<file path="src/rtl/fir_pkg.sv">
// Constants shared between the pipelined FIR and the blocks that consume its output.
package fir_pkg;

   localparam int FIR_TAPS   = 102;
   localparam int FIR_OUT_W  = 64;
   localparam int FIR_COEF_W = 32;
   localparam int FIR_IN_W   = 16;

endpackage

</file>
<file path="src/rtl/fir_out_requant_sync_fifo.sv">
// Single-clock FIFO with extra-MSB pointers; a write to a full FIFO lands only if a read
// frees a slot on the same edge, otherwise it is dropped and memory is untouched.
module sync_fifo #(
   parameter int W     = 16,
   parameter int DEPTH = 8
) (
   input  logic                     clk,
   input  logic                     rst,
   input  logic                     wr_en,
   input  logic [W-1:0]             wr_data,
   input  logic                     rd_en,
   output logic [W-1:0]             rd_data,
   output logic                     full,
   output logic                     empty,
   output logic [$clog2(DEPTH):0]   level
);

   localparam int AW = $clog2(DEPTH);

   logic [AW:0]  wr_ptr_q, wr_ptr_d;
   logic [AW:0]  rd_ptr_q, rd_ptr_d;
   logic [W-1:0] mem_q [DEPTH];
   logic         wr_fire;
   logic         rd_fire;

   assign empty = (wr_ptr_q == rd_ptr_q);
   assign full  = (wr_ptr_q[AW] != rd_ptr_q[AW]) && (wr_ptr_q[AW-1:0] == rd_ptr_q[AW-1:0]);
   assign level = wr_ptr_q - rd_ptr_q;

   // Head is forced to zero when empty so the sink never sees stale data.
   assign rd_data = empty ? '0 : mem_q[rd_ptr_q[AW-1:0]];

   always_comb begin
      rd_fire  = rd_en && !empty;
      wr_fire  = wr_en && (!full || rd_fire);
      wr_ptr_d = wr_ptr_q;
      rd_ptr_d = rd_ptr_q;
      if (wr_fire) wr_ptr_d = wr_ptr_q + (AW+1)'(1);
      if (rd_fire) rd_ptr_d = rd_ptr_q + (AW+1)'(1);
   end

   always_ff @(posedge clk or posedge rst) begin
      if (rst) begin
         wr_ptr_q <= '0;
         rd_ptr_q <= '0;
      end else begin
         wr_ptr_q <= wr_ptr_d;
         rd_ptr_q <= rd_ptr_d;
      end
   end

   always_ff @(posedge clk) begin
      if (wr_fire) mem_q[wr_ptr_q[AW-1:0]] <= wr_data;
   end

endmodule

</file>
<file path="src/rtl/fir_out_requant.sv">
// FIR output requantiser: drops warm-up samples, rounds/shifts, saturates to OUT_W and
// buffers results for a sink that may stall.
module fir_out_requant
   import fir_pkg::*;
#(
   parameter int IN_W   = FIR_OUT_W,
   parameter int OUT_W  = 16,
   parameter int SHIFT  = 0,
   parameter int WARMUP = FIR_TAPS,
   parameter int DEPTH  = 8
) (
   input  logic                     clk,
   input  logic                     rst,
   input  logic                     in_en,
   input  logic [IN_W-1:0]          in_data,
   input  logic                     clr_flags,
   output logic [OUT_W-1:0]         m_data,
   output logic                     m_valid,
   input  logic                     m_ready,
   output logic                     warm,
   output logic [$clog2(DEPTH):0]   level,
   output logic                     sat_flag,
   output logic                     ovf_flag
);

   localparam int CNT_W = (WARMUP > 0) ? $clog2(WARMUP + 1) : 1;
   localparam logic signed [IN_W:0] SAT_MAX = {{(IN_W+2-OUT_W){1'b0}}, {(OUT_W-1){1'b1}}};
   localparam logic signed [IN_W:0] SAT_MIN = {{(IN_W+2-OUT_W){1'b1}}, {(OUT_W-1){1'b0}}};

   logic [CNT_W-1:0]   cnt_q, cnt_d;
   logic               s1_valid_q, s1_valid_d;
   logic signed [IN_W:0] s1_data_q, s1_data_d;
   logic               sat_q, sat_d;
   logic               ovf_q, ovf_d;
   logic signed [IN_W:0] r_w;
   logic [OUT_W-1:0]   sat_val;
   logic               clipped;
   logic               rd_en;
   logic               fifo_full;
   logic               fifo_empty;

   assign warm = (cnt_q == CNT_W'(WARMUP));

   // One extra bit of headroom so the rounding add never wraps near full scale.
   if (SHIFT > 0) begin : g_round
      localparam logic [IN_W:0] RND = (IN_W+1)'(1) << (SHIFT - 1);
      logic signed [IN_W:0] sum_w;
      assign sum_w = {in_data[IN_W-1], in_data} + RND;
      assign r_w   = sum_w >>> SHIFT;
   end else begin : g_pass
      assign r_w = {in_data[IN_W-1], in_data};
   end

   always_comb begin
      cnt_d      = cnt_q;
      s1_valid_d = in_en && warm;
      s1_data_d  = r_w;
      if (in_en && !warm) cnt_d = cnt_q + CNT_W'(1);
   end

   always_comb begin
      sat_val = s1_data_q[OUT_W-1:0];
      clipped = 1'b0;
      if (s1_data_q > SAT_MAX) begin
         sat_val = SAT_MAX[OUT_W-1:0];
         clipped = 1'b1;
      end else if (s1_data_q < SAT_MIN) begin
         sat_val = SAT_MIN[OUT_W-1:0];
         clipped = 1'b1;
      end
   end

   // Handshake: a sample transfers on any edge where m_valid && m_ready; m_data is held
   // stable while m_valid is high and m_ready is low.
   assign m_valid = !fifo_empty;
   assign rd_en   = m_valid && m_ready;

   // A set event in the same cycle as clr_flags wins.
   always_comb begin
      sat_d = sat_q;
      ovf_d = ovf_q;
      if (clr_flags) begin
         sat_d = 1'b0;
         ovf_d = 1'b0;
      end
      if (s1_valid_q && clipped)                sat_d = 1'b1;
      if (s1_valid_q && fifo_full && !rd_en)    ovf_d = 1'b1;
   end

   always_ff @(posedge clk or posedge rst) begin
      if (rst) begin
         cnt_q      <= '0;
         s1_valid_q <= 1'b0;
         s1_data_q  <= '0;
         sat_q      <= 1'b0;
         ovf_q      <= 1'b0;
      end else begin
         cnt_q      <= cnt_d;
         s1_valid_q <= s1_valid_d;
         s1_data_q  <= s1_data_d;
         sat_q      <= sat_d;
         ovf_q      <= ovf_d;
      end
   end

   assign sat_flag = sat_q;
   assign ovf_flag = ovf_q;

   sync_fifo #(
      .W     (OUT_W),
      .DEPTH (DEPTH)
   ) u_fifo (
      .clk     (clk),
      .rst     (rst),
      .wr_en   (s1_valid_q),
      .wr_data (sat_val),
      .rd_en   (rd_en),
      .rd_data (m_data),
      .full    (fifo_full),
      .empty   (fifo_empty),
      .level   (level)
   );

endmodule

</file>
<file path="config.mk">
export PLATFORM = sky130hd
export DESIGN_NAME = fir_out_requant
export DESIGN_NICKNAME = d
export VERILOG_FILES = /design/src/rtl/fir_pkg.sv /design/src/rtl/fir_out_requant_sync_fifo.sv /design/src/rtl/fir_out_requant.sv
export SDC_FILE = /design/constraint.sdc
export NUM_CORES = 1
export LEC_CHECK = 0
export CAP_MARGIN = 20
export CORE_MARGIN = 2
export CORE_UTILIZATION = 41
export DETAILED_ROUTE_END_ITERATION = 6
export SYNTH_ARGS = -nofsm -noshare
export SYNTH_HDL_FRONTEND = slang
export SYNTH_SLANG_ARGS = --single-unit
</file>
<file path="constraint.sdc">
create_clock -name clk -period 5.7 [get_ports clk]
set_input_delay 1.425 -clock clk [delete_from_list [all_inputs] [get_ports clk]]
set_output_delay 1.425 -clock clk [all_outputs]
set_load 0.01 [all_outputs]
</file>
==> qor.csv <==
metric,value,unit
power.total,4.22,mW
pin_count,93,
synth_cell_types,38,
cp.required,4.28,ns
synth_cells,459,
hpwl,9720,um
yosys.area.top_type_share,49.2,%
drc,0,
critPathMaxFanout,12,
htreeDepth,1,
initial_core_util,41.8,%
clkSlewWorstSetupHoldPaths,0.06,ns
overflow,0,
ir_worst_vdd,223,uV
startpoint,u_fifo.wr_ptr_q[2]$_DFFE_PP0P_,
powerDensity,431,nW/um^2
grt_pass1_vias,4592,
cts_tree,done,
fp.dieW,142,um
core,18700,sq um
nets,645,
synth_nets,536,
fmax,0.239,GHz
multi_input_area,1790,sq um
status,finished clean,
finClkSkew,0.0133,ns
antenna_found_initial,0,
synthTopCellsByArea,"edfxtp_1 49%, dfrtp_1 26%, mux4_2 9.2%",
crit_type,flop to output port,
die_y,142,um
nFillCells,1507,
worstHoldStart,cnt_q[6]$_DFFE_PP0P_,
cp.arrival,2.75,ns
p_leak,3.54,nW
drive_gt1_share,15.9,%
wl,15400,um
drt-wirelength-per-cell,18.9,um
setup_viol,0,
rsz0062_at_grt,false,
ant_nets,0,
end_kind,output port,
cts_buffer_depth,3,
dieArea,20200,sq um
finalMaxSlewViolations,0,
grt_usage,16.0,%
hold_path_depth,1,
ys_ff_latch,210,
vias,4245,
synth_warnings,0,
tightest_slew,1.09,ns
via_per_inst,5.19,
yosysTopAreaCell,edfxtp_1,
synthFlopType,edfxtp_1,
seq_area_frac_synth,75.5,%
cts_resized,0,
cts-buffers-inserted,23,
num_rows,50,
async_reset_ff_share,39.0,%
hold_violations,0,
worstHoldPathType,flop to flop,
netlist_area,7810,sq um
slew_headroom,26.8,%
areaGrowthSynthToFinish,25.5,%
num_antenna_cells,0,
seq_area,5900,sq um
grt_pass1_wl,24600,um
synth-edff-count,128,
cp-start-kind,flop,
r2r_slack,2.77,ns
postCtsHoldBufs,0,
r2r-start,s1_data_q[63]$_DFF_PP0_,
post-route-period-util,73.3,%
root_buffer,clkbuf_16,
dr.pass1.iters,5,
maxCapViolCount,0,
place_congestion,0.739,
r2r_cells,4,
avgSynthCellArea,17.0,sq um
fin_setup_tns,0,ns
first_iter_violations,235,
cts_setup_buffers,0,
cts_sinks,210,
port-buffer-count,92,
min_period,4.18,ns
grt_max_degree,43,
fin_area,9800,sq um
post_dp_cell_area,9060,sq um
clock_latency,0.49,ns
-- final timing paths --
check | to
max | m_data[10]
min | cnt_q[6]$_DFFE_PP0P_
max reg2reg | u_fifo.mem_q[4][7]$_DFFE_PP_
min reg2reg | cnt_q[6]$_DFFE_PP0P_
max in group asynchronous | s1_data_q[18]$_DFF_PP0_
min in group asynchronous | cnt_q[2]$_DFFE_PP0P_
-- cells by family (layout without fill, tap and decap cells) --
| logic type | Yosys count | count (layout) | synth area share (%) |
|---|---|---|---|
| flops | 210 | 210 | 75.5 |
| simple gates | 107 | 107 | 6.90 |
| buf+inv | 45 | 170 | 2.24 |
| compound gates | 42 | 42 | 3.06 |
| mux | 33 | 33 | 9.37 |
| xor+xnor | 14 | 14 | 1.57 |
| fa+ha+maj | 8 | 8 | 1.38 |
-- critical path, cell delays in order (launching register included) --
cell and delay [ns]:
dfrtp_1 0.50, ha_1 0.39, nand3_1 0.18, nor2_2 0.34, buf_4 0.29, a21oi_1 0.07, clkdlybuf4s50_1 0.49
-- registers in the layout, indices dropped and copies added, names as in the netlist --
signal / count
ovf_flag: 1
s1_valid_q: 1
u_fifo.mem_q: 128
u_fifo.rd_ptr_q: 4
s1_data_q: 64
u_fifo.wr_ptr_q: 4
cnt_q: 7
sat_flag: 1
-- stage by stage --
stage / worst slack, ns / utilization, % / std cells / hold slack, ns
5_1_grt: 1.37 / 52.4 / 818 / 0.515
2_1_floorplan: 2.15 / - / 459 / 0.442
3_5_place_dp: 1.95 / 48.5 / 776 / 0.471
6_report: 1.52 / 52.4 / 818 / 0.477
3_3_place_gp: 2.03 / 48.5 / 776 / 0.468
4_1_cts: 1.47 / 52.3 / 817 / 0.485
-- synthesized netlist by cell type, types with 2 or more instances --
cell / number
dfrtp_1: 82
nand2_1: 47
nand3_1: 6
edfxtp_1: 128
nor2_1: 11
nor4_1: 9
inv_1: 29
nand4_1: 14
xor2_1: 3
clkbuf_1: 9
buf_2: 4
mux4_2: 32
a21oi_1: 17
nor4_2: 4
or3_1: 2
nor3_1: 5
o21ai_1: 2
xnor2_1: 11
o21ai_0: 17
ha_1: 7
nor2b_1: 2
nand2b_1: 2
-- final cells by class --
class	instances	area share, %
clock buffers	31	6.84
clock inverters	10	0.574
inverters	30	1.16
multi-input cells	204	18.3
flip-flops and latches	210	60.2
well taps	234	2.99
repair buffers	99	9.97
-- layer usage --
| layer | track usage (%) | wire [um] |
|---|---|---|
| met4 | 4.47 | 273 |
| met5 | 0 | 0 |
| met1 | 20.7 | 6530 |
| met3 | 3.47 | 858 |
| met2 | 27.6 | 7760 |
-- where the power goes --
part           internal, mW  total [mW]  switching [mW]
clock network         0.824        1.38           0.553
logic                 0.588        1.12           0.529
registers              1.68        1.73          0.0463
-- cell usage in the layout, fill, tap and decap left out, drive strengths merged, types with 3 or more instances in the layout --
cell / n
clkinv: 10
nand2: 47
nor4: 13
ha: 7
inv: 28
mux4: 32
a21oi: 17
xor2: 3
dfrtp: 82
nand3: 6
o21ai: 19
nor2: 12
clkbuf: 31
xnor2: 11
edfxtp: 128
nand4: 14
buf: 7
nor3: 5
clkdlybuf4s50: 92
Power figures use the tool's default switching activity.
